`config.mk`:
```
export PLATFORM = sky130hd
export DESIGN_NAME = rpn_stack_unit
export DESIGN_NICKNAME = d
export VERILOG_FILES = /design/src/rtl/rpn_pkg.sv /design/src/rtl/rpn_seq_mult.sv /design/src/rtl/rpn_stack_unit.sv
export SDC_FILE = /design/constraint.sdc
export NUM_CORES = 1
export LEC_CHECK = 0
export CAP_MARGIN = 20
export CORE_MARGIN = 2
export CORE_UTILIZATION = 65
export CTS_CLUSTER_SIZE = 25
export DETAILED_ROUTE_END_ITERATION = 10
export GPL_TIMING_DRIVEN = 0
export MAX_ROUTING_LAYER = met4
export PLACE_DENSITY = 0.86
export SLEW_MARGIN = 5
export SYNTH_ARGS = -nofsm -noshare
export SYNTH_HDL_FRONTEND = slang
export SYNTH_SLANG_ARGS = --single-unit
```
`constraint.sdc`:
```
create_clock -name clk -period 14.6 [get_ports clk]
set_input_delay 2.19 -clock clk [delete_from_list [all_inputs] [get_ports clk]]
set_output_delay 2.19 -clock clk [all_outputs]
set_load 0.02 [all_outputs]
```
`src/rtl/rpn_pkg.sv`:
```
// Shared definitions for the RPN stack unit: opcode encodings and control states.
package rpn_pkg;

  localparam logic [1:0] OP_MLT  = 2'd0;
  localparam logic [1:0] OP_ADD  = 2'd1;
  localparam logic [1:0] OP_POP  = 2'd2;
  localparam logic [1:0] OP_PUSH = 2'd3;

  typedef enum logic {
    ST_IDLE,
    ST_MUL
  } state_e;

endpackage

```
`src/rtl/rpn_seq_mult.sv`:
```
// Shift-add unsigned multiplier, one partial product per cycle.
// Ports:
//   clk, reset   - clock and asynchronous active-high reset (aborts a multiply)
//   start        - load a/b and begin; ignored fields reloaded on every start
//   a, b         - WIDTH-bit unsigned operands
//   done         - high during the WIDTH-th cycle after start
//   product      - full 2*WIDTH-bit result, valid while done is high
module rpn_seq_mult #(
  parameter int unsigned WIDTH = 8
) (
  input  logic               clk,
  input  logic               reset,
  input  logic               start,
  input  logic [WIDTH-1:0]   a,
  input  logic [WIDTH-1:0]   b,
  output logic               done,
  output logic [2*WIDTH-1:0] product
);

  localparam int unsigned CW = $clog2(WIDTH + 1);

  logic               busy_q;
  logic [CW-1:0]      cnt_q;
  logic [2*WIDTH-1:0] mcand_q;
  logic [WIDTH-1:0]   mplier_q;
  logic [2*WIDTH-1:0] acc_q;
  logic [2*WIDTH-1:0] acc_next;

  assign acc_next = acc_q + (mplier_q[0] ? mcand_q : '0);
  // The final partial product is folded in combinationally so the caller can
  // commit on the same edge that retires the last iteration.
  assign done     = busy_q && (cnt_q == CW'(1));
  assign product  = acc_next;

  always_ff @(posedge clk or posedge reset) begin
    if (reset) begin
      busy_q   <= 1'b0;
      cnt_q    <= '0;
      mcand_q  <= '0;
      mplier_q <= '0;
      acc_q    <= '0;
    end else if (start) begin
      busy_q   <= 1'b1;
      cnt_q    <= CW'(WIDTH);
      mcand_q  <= {{WIDTH{1'b0}}, a};
      mplier_q <= b;
      acc_q    <= '0;
    end else if (busy_q) begin
      acc_q    <= acc_next;
      mcand_q  <= mcand_q << 1;
      mplier_q <= mplier_q >> 1;
      cnt_q    <= cnt_q - CW'(1);
      if (cnt_q == CW'(1)) busy_q <= 1'b0;
    end
  end

endmodule

```
`src/rtl/rpn_stack_unit.sv`:
```
// RPN calculator stack: PUSH/POP/ADD/MLT on a DEPTH-entry stack of WIDTH-bit words.
// Build option: define RPN_SEQ_MUL_EN to use a WIDTH-cycle shift-add multiplier for
// MLT (op_ready drops while it runs); otherwise MLT is single-cycle.
// Ports:
//   clk, reset         - clock and asynchronous active-high reset
//   op_valid, op_code  - operation request and select (0 MLT, 1 ADD, 2 POP, 3 PUSH)
//   din                - PUSH operand
//   op_ready           - operation can be accepted this cycle (registered)
//   top, dval, size    - stack[0], non-empty flag, element count
//   stack_ovf          - set by a PUSH onto a full stack
//   arith_ovf          - carry out of ADD / high half non-zero on MLT
module rpn_stack_unit
  import rpn_pkg::*;
#(
  parameter int unsigned WIDTH = 8,
  parameter int unsigned DEPTH = 4
) (
  input  logic                       clk,
  input  logic                       reset,
  input  logic                       op_valid,
  input  logic [1:0]                 op_code,
  input  logic [WIDTH-1:0]           din,
  output logic                       op_ready,
  output logic [WIDTH-1:0]           top,
  output logic                       dval,
  output logic [$clog2(DEPTH+1)-1:0] size,
  output logic                       stack_ovf,
  output logic                       arith_ovf
);

  localparam int unsigned SW = $clog2(DEPTH + 1);

  logic [WIDTH-1:0] stack_q [DEPTH];
  logic [WIDTH-1:0] stack_d [DEPTH];
  logic [SW-1:0]    size_q, size_d;
  logic             sovf_q, sovf_d;
  logic             aovf_q, aovf_d;
  state_e           state_q, state_d;
  logic             ready_q;

  logic             bin_commit;
  logic [WIDTH-1:0] bin_res;
  logic [WIDTH:0]   sum;
  logic [2*WIDTH-1:0] mul_product;

  assign sum = {1'b0, stack_q[0]} + {1'b0, stack_q[1]};

`ifdef RPN_SEQ_MUL_EN
  logic mul_start;
  logic mul_done;

  rpn_seq_mult #(
    .WIDTH(WIDTH)
  ) u_mult (
    .clk    (clk),
    .reset  (reset),
    .start  (mul_start),
    .a      (stack_q[0]),
    .b      (stack_q[1]),
    .done   (mul_done),
    .product(mul_product)
  );
`else
  assign mul_product = {{WIDTH{1'b0}}, stack_q[0]} * {{WIDTH{1'b0}}, stack_q[1]};
`endif

  always_comb begin
    stack_d    = stack_q;
    size_d     = size_q;
    sovf_d     = sovf_q;
    aovf_d     = aovf_q;
    state_d    = state_q;
    bin_commit = 1'b0;
    bin_res    = '0;
`ifdef RPN_SEQ_MUL_EN
    mul_start  = 1'b0;
`endif

    if (state_q == ST_IDLE) begin
      if (op_valid) begin
        unique case (op_code)
          OP_PUSH: begin
            for (int i = DEPTH - 1; i > 0; i--) stack_d[i] = stack_q[i-1];
            stack_d[0] = din;
            aovf_d     = 1'b0;
            if (size_q == SW'(DEPTH)) begin
              sovf_d = 1'b1;
            end else begin
              sovf_d = 1'b0;
              size_d = size_q + SW'(1);
            end
          end
          OP_POP: begin
            if (size_q != '0) begin
              for (int i = 0; i < DEPTH - 1; i++) stack_d[i] = stack_q[i+1];
              stack_d[DEPTH-1] = '0;
              size_d = size_q - SW'(1);
              sovf_d = 1'b0;
              aovf_d = 1'b0;
            end
          end
          OP_ADD: begin
            if (size_q > SW'(1)) begin
              bin_commit = 1'b1;
              bin_res    = sum[WIDTH-1:0];
              aovf_d     = sum[WIDTH];
            end
          end
          OP_MLT: begin
            if (size_q == SW'(1)) begin
              stack_d[0] = '0;
              aovf_d     = 1'b0;
            end else if (size_q > SW'(1)) begin
`ifdef RPN_SEQ_MUL_EN
              mul_start = 1'b1;
              state_d   = ST_MUL;
`else
              bin_commit = 1'b1;
              bin_res    = mul_product[WIDTH-1:0];
              aovf_d     = |mul_product[2*WIDTH-1:WIDTH];
`endif
            end
          end
        endcase
      end
    end else begin
`ifdef RPN_SEQ_MUL_EN
      // Operands stay put in stack_q while the multiplier runs.
      if (mul_done) begin
        bin_commit = 1'b1;
        bin_res    = mul_product[WIDTH-1:0];
        aovf_d     = |mul_product[2*WIDTH-1:WIDTH];
        state_d    = ST_IDLE;
      end
`else
      state_d = ST_IDLE;
`endif
    end

    // Binary ops replace the top two entries with one result.
    if (bin_commit) begin
      stack_d[0] = bin_res;
      for (int i = 1; i < DEPTH - 1; i++) stack_d[i] = stack_q[i+1];
      stack_d[DEPTH-1] = '0;
      size_d = size_q - SW'(1);
      sovf_d = 1'b0;
    end
  end

  always_ff @(posedge clk or posedge reset) begin
    if (reset) begin
      for (int i = 0; i < DEPTH; i++) stack_q[i] <= '0;
      size_q  <= '0;
      sovf_q  <= 1'b0;
      aovf_q  <= 1'b0;
      state_q <= ST_IDLE;
      ready_q <= 1'b1;
    end else begin
      stack_q <= stack_d;
      size_q  <= size_d;
      sovf_q  <= sovf_d;
      aovf_q  <= aovf_d;
      state_q <= state_d;
      ready_q <= (state_d == ST_IDLE);
    end
  end

  assign op_ready  = ready_q;
  assign top       = stack_q[0];
  assign dval      = (size_q != '0);
  assign size      = size_q;
  assign stack_ovf = sovf_q;
  assign arith_ovf = aovf_q;

endmodule

```
# Yosys cells after proc, flatten, opt, wreduce, memory -nomap -nowiden

Index checks and enable logic that the tools add are counted.

$add $sub $neg: 3
$mul: 1
Order comparisons: 1
Eq/ne operators: 11
Muxes and demuxes: 29
Reductions and logical operators: 10

Operators with widths:

| kind                                                 | number |
|---|---|
| two-way mux 32 bit                                   | 3 |
| one-hot mux 24 bit (2 select lines)                  | 1 |
| two-way mux 8 bit                                    | 5 |
| one-hot mux 8 bit (3 select lines)                   | 1 |
| multiplier 8 x 8 -> 16 bit                           | 1 |
| one-hot mux 8 bit (2 select lines)                   | 1 |
| two-way mux 3 bit                                    | 4 |
| inequality test 3 bit (second input constant)        | 4 |
| AND reduction 4 bit                                  | 3 |
| two-way mux 1 bit                                    | 10 |
| adder 8 x 8 -> 9 bit                                 | 1 |
| OR reduction 8 bit                                   | 1 |
| one-hot mux 3 bit (2 select lines)                   | 1 |
| nonzero test 3 bit                                   | 2 |
| equality test 2 bit (second input constant)          | 2 |
| inequality test 2 bit (second input constant)        | 2 |
| one-hot mux 1 bit (2 select lines)                   | 2 |
| one-hot mux 1 bit (4 select lines)                   | 1 |
| nonzero test 4 bit                                   | 1 |
| adder 3 x 1 -> 3 bit (second input constant)         | 1 |
| equality test 3 x 1 -> 1 bit (second input constant) | 1 |
| equality test 3 bit (second input constant)          | 1 |
| > comparator 3 x 1 -> 1 bit (second input constant)  | 1 |
| AND reduction 3 bit                                  | 1 |
| 4 further kinds                                      | 4 |

Bits in registers: 37
Bits of input ports: 13
Output and inout port bits: 15

# Depth between registers and ports, before layout

Gate-level depths: netlist of run 1.

Depth in word-level cells: 7
Depth in mapped cells: 17
Gate-level depth less buffers: 16

# Least setup slack after synthesis of run 1

No wires, ideal clock.

Path kind: reg2reg
Start: register stack_q, in the netlist top[3]
End: register aovf_q, in the netlist arith_ovf
Arrival time: 4517 ps
Required time: 14481 ps
Setup slack: 9965 ps
Cell stages (with the launch flop): 18
Path buffers: 1
Clock period less this slack: 4635 ps
Cells stage by stage: dfrtp_1 clkbuf_1 and2_1 fa_1 inv_1 fa_1 inv_1 fa_1 inv_1 fa_1 inv_1 ha_1 a21o_1 a21o_1 o41ai_1 mux2i_1 nand4b_1 o21a_1

Word-level cells in the longest chain between the ends: 5
Elaborated cells on any way between the ends: 7
Classes of those cells: add/sub (1); mul (1); mux (4); reduce/logical (1)

RTL lines:

| what                                   | RTL line              | RTL |
|---|---|---|
| start: declaration                     | rpn_stack_unit.sv:33  | `logic [WIDTH-1:0] stack_q [DEPTH];` |
| start signal: assignment               | rpn_stack_unit.sv:159 | `stack_q <= stack_d;` |
| multiplier 8 x 8 -> 16 bit             | rpn_stack_unit.sv:64  | `assign mul_product = {{WIDTH{1'b0}}, stack_q[0]} * {{WIDTH{1'b0}}, stack_q[1]};` |
| OR reduction 8 bit                     | rpn_stack_unit.sv:120 | `aovf_d = \|mul_product[2*WIDTH-1:WIDTH];` |
| two-way mux 1 bit                      | rpn_stack_unit.sv:113 | `end else if (size_q > SW'(1)) begin` |
| two-way mux 1 bit                      | rpn_stack_unit.sv:110 | `if (size_q == SW'(1)) begin` |
| one-hot mux 1 bit (4 select lines) (*) | rpn_stack_unit.sv:81  | `unique case (op_code)` |
| end signal: assignment                 | rpn_stack_unit.sv:162 | `aovf_q <= aovf_d;` |
| end: declaration                       | rpn_stack_unit.sv:37  | `logic aovf_q, aovf_d;` |

Mark *: on every way between the ends. The rest lies on a longest branch, timed or not. The select of a mux whose other input is x is not followed.
A chain may end at the register's enable or synchronous reset.

# Final worst setup path of run 1

Start: register stack_q[23] in the netlist's numbering
End: register aovf_q, in the netlist arith_ovf

Same word-level chain as after synthesis.

==> results of run 1 <==
-- path summary, 6_finish.rpt --
path	cells after the start	start	slack, ps	to
min	2	stack_q[7]	490	stack_q[7]
max reg2reg	16	stack_q[23]	9470	arith_ovf
max in group asynchronous	2	reset	11740	stack_q[10]
max	16	stack_q[23]	9470	arith_ovf
min in group asynchronous	2	reset	2340	stack_q[1]
min reg2reg	2	stack_q[7]	490	stack_q[7]
-- synthesized netlist by cell type (all sizes together) (2+ instances only) --
cell,number
nor3,2
a21o,15
and3,8
xnor2,7
nand2,65
nand3,5
fa,37
mux2i,19
buf,17
nand2b,2
o21ai,39
dfrtp,37
a22oi,4
and2,38
a31oi,4
nor2,10
a211o,3
a21oi,21
o31ai,2
o21a,3
xor2,3
nor2b,3
clkbuf,16
a211oi,16
nor3b,2
a221oi,4
ha,48
o2111ai,2
inv,65
nand4,3
or2,2
-- area by class of cell --
class	instances	area, um^2
buffer	33	168
multi-input combinational	380	3180
tap	80	100
fill	499	1790
clock buffer	5	68.8
sequential	37	926
timing repair buffer	25	250
inverter	65	244
clock inverter	3	21.3
-- per-layer routing --
layer	GRT usage, %	part of all wire [%]
met4	8.67	1.8
met1	40.0	43
met3	5.31	6.9
met2	48.0	48
met5	-	0
-- cells by family (layout without fill, tap and decap cells) --
family / Yosys count / count (layout) / synth area share [%]
muxes: 19 / 19 / 4.21
AOI/OAI and AO/OA: 121 / 121 / 18.2
other: 1 / 1 / 0.0829
adders and majority gates: 85 / 85 / 29.7
xor gates and xnor gates: 10 / 10 / 1.94
DFF: 37 / 37 / 20.5
and+or+nand+nor: 144 / 144 / 16.3
buffers and inverters: 98 / 131 / 9.10
-- sequential cells by signal (all words and copies together), names as in the netlist --
signal,flops
stack_q,24
top,8
size,3
arith_ovf,1
stack_ovf,1
-- stage by stage --
stage | std cells | setup WS, ps | hold WS, ps | total power (W)
after floorplan | 515 | 9960 | 449 | 0.000740
after global placement | 620 | 9610 | 463 | 0.000911
after detailed placement | 620 | 9520 | 473 | 0.000943
after CTS | 628 | 9510 | 491 | 0.00102
after global routing | 628 | 9210 | 521 | 0.00114
final | 628 | 9470 | 487 | 0.00103
-- critical path, delay by kind of cell, from the launching register on --
family	cells	cell delay [ps]
adder cells (fa/ha/maj)	5	2490
flip-flops	1	350
AND/OR/NAND/NOR	2	280
multiplexers	1	240
buffers and inverters	4	590
AO/OA/AOI/OAI	4	1070
-- layout by cell type, fill, tap and decap left out, drive strengths merged, types with 2 or more instances in the layout --
cell	Yosys	routed
mux2i	19	19
a31oi	4	4
nand3	5	5
dfrtp	37	37
xnor2	7	7
ha	48	48
a211oi	16	16
inv	65	66
nand2b	2	2
o2111ai	2	2
nor3b	2	2
nor3	2	2
fa	37	37
o31ai	2	2
a21oi	21	21
nor2	10	10
a21o	15	15
a22oi	4	4
or2	2	2
a221oi	4	4
clkbuf	16	21
o21a	3	3
clkdlybuf4s50	0	25
and3	8	8
xor2	3	3
nand4	3	3
and2	38	38
a211o	3	3
nor2b	3	3
o21ai	39	39
nand2	65	65
buf	17	17
-- power groups by stage --
stage          Sequential, W  Clock (W)  Combinational (W)
3_5_place_dp        0.000203          0           0.000740
5_1_grt             0.000209  0.0000797           0.000846
3_3_place_gp        0.000200          0           0.000711
6_report            0.000204  0.0000755           0.000750
4_1_cts             0.000201  0.0000758           0.000748
2_1_floorplan       0.000186          0           0.000553
==> reports/results.ini, run 1 <==
[run_status]
status = completed

[sta]
worst_pin_slew_ps = 795
finalMaxSlewViolations = 0
timing.setup.tns_ps = 0
timing.slew.headroom_pct = 46.9
period_share_pct = 35.1
rsz0062_at_grt = no
fin_skew_ps = 6.13
setup_viol = 0
clock.fmax_mhz = 195
hold_violations = 0
final.min_clock_period_ps = 5130

[pwr]
p_int_w = 0.000495
ir_drop_uv = 88.2
swShare_pct = 51.9
p_leak_nw = 2.53
combPwrFrac_pct = 72.9
p_per_area_mw_per_mm2 = 207
p_switching_w = 0.000534
clkPwrFrac_pct = 7.3
seqPwrFrac_pct = 19.8

[critical_path]
crit_path_start_kind = flop
setup.worst_path.end_class = flop
crit_path_frequent_cell = fa_1
crit_slowest_cell = fa_1
crit_fanout = 10
path_cells = clkbuf_1, nand2_1, fa_1, fa_1, inv_1, fa_1, inv_1, fa_1, inv_1, ha_1, a21o_1, a21o_1, o41ai_1, mux2i_1, nand4b_1, o21a_1
crit_type = reg -> reg
required_ps = 14790
crit_arrival_ps = 5310
cp_slowest_stage_delay_ps = 560

[clock_network]
cts_tree = done
clockBufferDepth = 2
clkLatencyLatePin_ps = 300
ctsResizeCount = 0
cts-hold-fix-buffers = 0
root_buffer = clkbuf_8
clkTransAtPathRegs_ps = 80
htreeDepth = 2
cts_setup_buffers = 0
cts_sinks = 37
cts-buffers-inserted = 5

[logic_synthesis]
synth_nets = 613
synth_cells = 515
ys_seq_area_share_pct = 20.5
ys.warnings.count = 0
ys_async_sr_fraction_pct = 100
ys.flop_type = dfrtp_1
synth_edf_count = 0
synth_cell_types = 56
synth_top_area_share_pct = 20.5
synth_area_mm2 = 0.00452
postSynthAreaPerCell_um2 = 8.78
yosysTopAreaCell = dfrtp_1
yosys-top-cells-area = dfrtp_1 20%, fa_1 16%, ha_1 13%
ys_ff_latch = 37

[place]
gp_congestion = 0.912
dpl.hpwl_um = 7940
placed_cell_area_mm2 = 0.00487
numPortBuffers = 25

[flow_run]
max_cap_viol_count = 0

[detailed_routing]
viasPerCell = 6.11
dr.pass1.iters = 5
drtIter0Drc = 372
via_count = 3835
finalWirelength_um = 10500
wl_per_cell_um = 16.8
route.antenna.remaining_nets = 0
drc_errors = 0

[layout]
nets = 645
drive_gt1_share_pct = 7.48
post-route-util_pct = 73.4
design_area_mm2 = 0.00496
area_growth_pct = 9.74
n_antenna_cell = 0

[floorplanning]
core_mm2 = 0.00676
start_util_pct = 66.9
pin_count = 28
die_x_um = 87.4
die-area_mm2 = 0.00764
fp-row-count = 30
fp.dieH_um = 87.4

[grt]
grt_pass1_vias = 3740
grt_remaining_overflow = 0
grt_pass1_wl_um = 17600
antenna_found_initial = 0
grt_max_degree = 38
grt_usage_pct = 30.2

[hold_path]
min_path_type = reg -> reg

(Power assumes the default switching activity.)
==> run 2: changes to the inputs <==
Settings changed: CORE_UTILIZATION 65 to 61, PLACE_DENSITY 0.86 to 0.82.
Clock period 14.6 ns to 4.8 ns, I/O delays scaled along.
==> run 2 against run 1 <==
  * Non-clock buffer count grew 2
  * Via count grew 0.37%
  * Critical path type unchanged
  * Register-to-register slack lost 9300 ps
  * Core utilization shrank 2.3 points
  * First-iteration DRC count shrank 37%
  * Sequential cell count is the same
==> reports/results.ini, run 2 (synthesis gave the netlist of run 1 again) <==
[flow_run]
max_cap_viol_count = 0

[critical_path]
r2r_slack_ps = 130
crit_type = reg -> reg
setup.worst_path.end_class = flop
r2r_end = arith_ovf
crit_path_start_kind = flop
ff2ff_path_depth = 17
setup.worst_path.start = top[4]
crit_fanout = 5
required_ps = 4990
reg2reg_from = top[4]
crit_arrival_ps = 4860

[sta]
fin_skew_ps = 4.15
final.min_clock_period_ps = 4670
worst_pin_slew_ps = 785
clock.fmax_mhz = 214
period_share_pct = 97.2
rsz0062_at_grt = no
setup_viol = 0
timing.setup.tns_ps = 0
hold_violations = 0
finalMaxSlewViolations = 0
timing.slew.headroom_pct = 47.6

[pwr]
total_power_w = 0.00331
ir_drop_uv = 259
p_leak_nw = 2.58
p_per_area_mw_per_mm2 = 645

[layout]
drive_gt1_share_pct = 12.2
multi_input_area_mm2 = 0.00323
n_antenna_cell = 0
layout_common_cells = 65 x nand2_1, 63 x inv_1, 46 x ha_1
largest_reg_flops = 24
final_common_cell = nand2_1
final.fill_count = 582
nets = 647
area_growth_pct = 13.5
regMostFlops = stack_q
seqCellArea_um2 = 938

[detailed_routing]
route.antenna.remaining_nets = 0
finalWirelength_um = 10900
drtIter0Drc = 234
wl_per_cell_um = 16.9
viasPerCell = 5.93
drc_errors = 0
via_count = 3849
dr.pass1.iters = 5

[place]
numPortBuffers = 25
gp_congestion = 0.919
dpl.hpwl_um = 7960

[grt]
grt_pass1_vias = 3827
grt_remaining_overflow = 0
grt_max_degree = 38
grt_pass1_wl_um = 18400
grt_usage_pct = 28.7
antenna_found_initial = 0

[floorplanning]
fp.dieH_um = 90.1
die_x_um = 90.1
fp-row-count = 31
core_mm2 = 0.00721
die-area_mm2 = 0.00812
start_util_pct = 62.7
pin_count = 28

[hold_path]
min_path_type = reg -> reg
holdPathStages = 2
min_to = stack_q[7]
hp-start = stack_q[7]

[clock_network]
root_buffer = clkbuf_8
cts_sinks = 37
htreeDepth = 2
cts_tree = done
cts-buffers-inserted = 5
clkLatencyLatePin_ps = 300
clkTransAtPathRegs_ps = 80
clockBufferDepth = 2

[run_status]
status = completed

run 2: power by group:
group          switching [W]  leakage [nW]  internal, W  total, W
Clock               0.000125        0.0554     0.000156  0.000281
Combinational        0.00130          2.05      0.00105   0.00235
Sequential          0.000239         0.470     0.000440  0.000679
Total                0.00166          2.58      0.00165   0.00331
run 2: how the worst max path moves through the flow:
| stage | end | cells after the start |
|---|---|---|
| global route | arith_ovf | 13 |
| floorplan | arith_ovf | 17 |
| global placement | arith_ovf | 16 |
| CTS | arith_ovf | 17 |
| finish | arith_ovf | 17 |
| detailed placement | arith_ovf | 16 |
run 2: through the flow:
step	instances	area, um^2	hold slack (ps)	setup slack [ps]	util (%)
3_5_place_dp	639	4900	470	-256	67.9
4_1_cts	643	5050	491	61.0	70.0
5_1_grt	649	5130	513	1.27	71.2
3_3_place_gp	639	4900	462	-223	67.9
6_report	649	5130	489	133	71.2
2_1_floorplan	515	4520	449	165	-
run 2: area by class of cell:
| cell class | count | share of cell area (%) |
|---|---|---|
| multi-input cells | 380 | 62.9 |
| flip-flops and latches | 37 | 18.3 |
| repair buffers | 32 | 5.90 |
| inverters | 65 | 4.75 |
| plain buffers | 28 | 3.56 |
| well taps | 99 | 2.41 |
| clock buffers | 6 | 1.41 |
| clock inverters | 2 | 0.756 |
run 2: per-layer routing:
layer  share of wire (%)  vias to the layer above  GRT usage, %
met5                   0                        -             -
met4                 2.3                        0          8.97
met3                 5.9                       28          3.02
met2                  48                      128          46.2
met1                  44                     1895          38.8
li1                    -                     1798             -
run 2: repair_timing:
item / 4_1_cts / 5_1_grt
setup buffers: 1 / 6
setup endpoints to repair: 1 / 1
hold buffers: 0 / 0
gates resized for setup: 12 / 19
pin swaps: 3 / 7
run 2: worst max-delay path, cell delays in order (launching register included):
cell and delay [ps]:
dfrtp_2 450, buf_8 140, and2_4 150, fa_1 540, inv_1 50, fa_1 470
inv_1 50, fa_1 490, inv_2 40, fa_1 520, inv_1 60, ha_4 230
a21o_4 220, a21o_1 230, o41ai_2 340, mux2i_1 240, nand4b_1 120, o21a_1 190
==> run 3: changes to the inputs <==
Settings changed: CTS_CLUSTER_SIZE 25 to not set.
==> results of run 3 <==
Final layout, timing and power as in run 2 (identical DEF).
==> RTL change, RTL diff (flow settings as in run 2) <==
Set the parameter `WIDTH` to 7 (it was 8).
--- a/src/rtl/rpn_stack_unit.sv
+++ b/src/rtl/rpn_stack_unit.sv
@@ -13,5 +13,5 @@
   import rpn_pkg::*;
 #(
-  parameter int unsigned WIDTH = 8,
+  parameter int unsigned WIDTH = 7,
   parameter int unsigned DEPTH = 4
 ) (
Ports: changed (resized din and top); port bits go from 28 to 26. The function was not compared with the original's and may differ.
==> RTL change against run 2 <==
Setup slack improved by 65 ps; die area fell by 16%; area after synthesis fell by 17%; highest routed layer unchanged; design area fell by 17%; total power fell by 16%; worst hold slack got worse by 6.3 ps; sequential power fell by 6.8%; sequential cell count fell by 4; via count fell by 17%; largest power group unchanged; wire length fell by 18%; clock power fell by 11%.
==> RTL change: results <==
metrics = {
    "logic_synthesis": {
        "syn_avg_cell_area_um2": 8.96,
        "synth_mux_area_frac": 0.0518,
        "synth_cell_types": 62,
        "synth_area_leaders": "dfrtp_1 22%, ha_1 14%, fa_1 13%, nand2_1 5.3%, and2_1 4.2%",
        "synth_adder_area_share": 0.276,
        "synth_xor_area_frac": 0.0256,
        "synth_compound_area_frac": 0.181,
        "synth-seq-area-share": 0.219,
    },
    "routing": {
        "wl_met2_um": 4220,
        "vias": 3178,
        "drt-initial-drc-count": 232,
        "viasPerCell": 6.02,
        "met1_length_um": 4020,
    },
    "global_routing": {
        "grt_pass1_vias": 3136,
        "grt_use_total": 0.287,
        "grt_pass1_wl_um": 14500,
        "grt_max_degree": 20,
    },
    "timing": {
        "fin_ws_ps": 198,
        "clock-skew-final_ps": 5.12,
        "worstMarginPinSlew_ps": 756,
    },
    "cells_and_area": {
        "largest_reg_flops": 21,
    },
    "cts": {
        "clock_latency_ps": 280,
    },
    "worst_setup_path": {
        "timing.rr.start": "stack_q[17]",
        "cp.arrival_ps": 4750,
    },
    "min_path": {
        "min_from": "stack_q[0]",
        "worst_hold_path.endpoint": "stack_q[0]",
    },
    "placed_design": {
        "placed_cells": 520,
        "place_hpwl_um": 6610,
        "pre_cts_ws_ps": -131,
    },
    "power": {
        "comb_power_mw": 1.89,
        "p_sw_mw": 1.39,
        "internal_power_mw": 1.38,
        "ir_worst_vdd_uv": 444,
    },
    "status": {
        "status": "finished, final reports clean",
    },
}
-- RTL change: cell types whose count changed after synthesis, moves of 6 or more --
cell      before  now
fa_1          37   25
a21o_1        14    5
a21oi_1       19   10
a211oi_1      14    8
nor3_1         2    8
and2_1        38   25
nand2_1       65   53
inv_1         65   37
clkbuf_1      16    8
o21ai_1        1   21
o21ai_0       38   18
-- RTL change: worst max-delay path by stage --
stage | start | end | cells after the start
final | stack_q[17] | arith_ovf | 17
after global routing | stack_q[17] | arith_ovf | 17
after CTS | stack_q[17] | arith_ovf | 17
after detailed placement | stack_q[19] | arith_ovf | 17
after global placement | top[3] | arith_ovf | 17
after floorplan | stack_q[20] | arith_ovf | 17
-- RTL change: through the flow --
| step | instance area (um^2) | setup TNS (ps) | hold slack (ps) | util |
|---|---|---|---|---|
| finish | 4270 | 0 | 482 | 0.716 |
| global placement | 4100 | -102 | 463 | 0.688 |
| floorplan | 3760 | 0 | 450 | - |
| CTS | 4220 | 0 | 487 | 0.709 |
| global route | 4270 | 0 | 511 | 0.716 |
| detailed placement | 4110 | -131 | 471 | 0.691 |
-- RTL change: repair_timing --
| action | in CTS | in global routing |
|---|---|---|
| cloned | 0 | 0 |
| endpoints found under the setup margin | 1 | 1 |
| gates resized for setup | 4 | 12 |
| setup buffers | 0 | 3 |
-- RTL change: area by class of cell --
class                           count  area [um^2]  share of cell area
Timing Repair Buffer               28          278              0.0651
Clock buffer                        5         68.8              0.0161
Clock inverter                      2         35.0             0.00821
Sequential cell                    33          837               0.196
Inverter                           38          143              0.0334
Multi-Input combinational cell    323         2660               0.622
Buffer                             24          155              0.0364
Tap cell                           75         93.8              0.0220
-- RTL change: layer usage --
metal	GRT usage	vias to the layer above
met1	0.380	1525
met3	0.0511	22
met4	0.0984	0
met5	-	-
met2	0.448	107
li1	-	1524
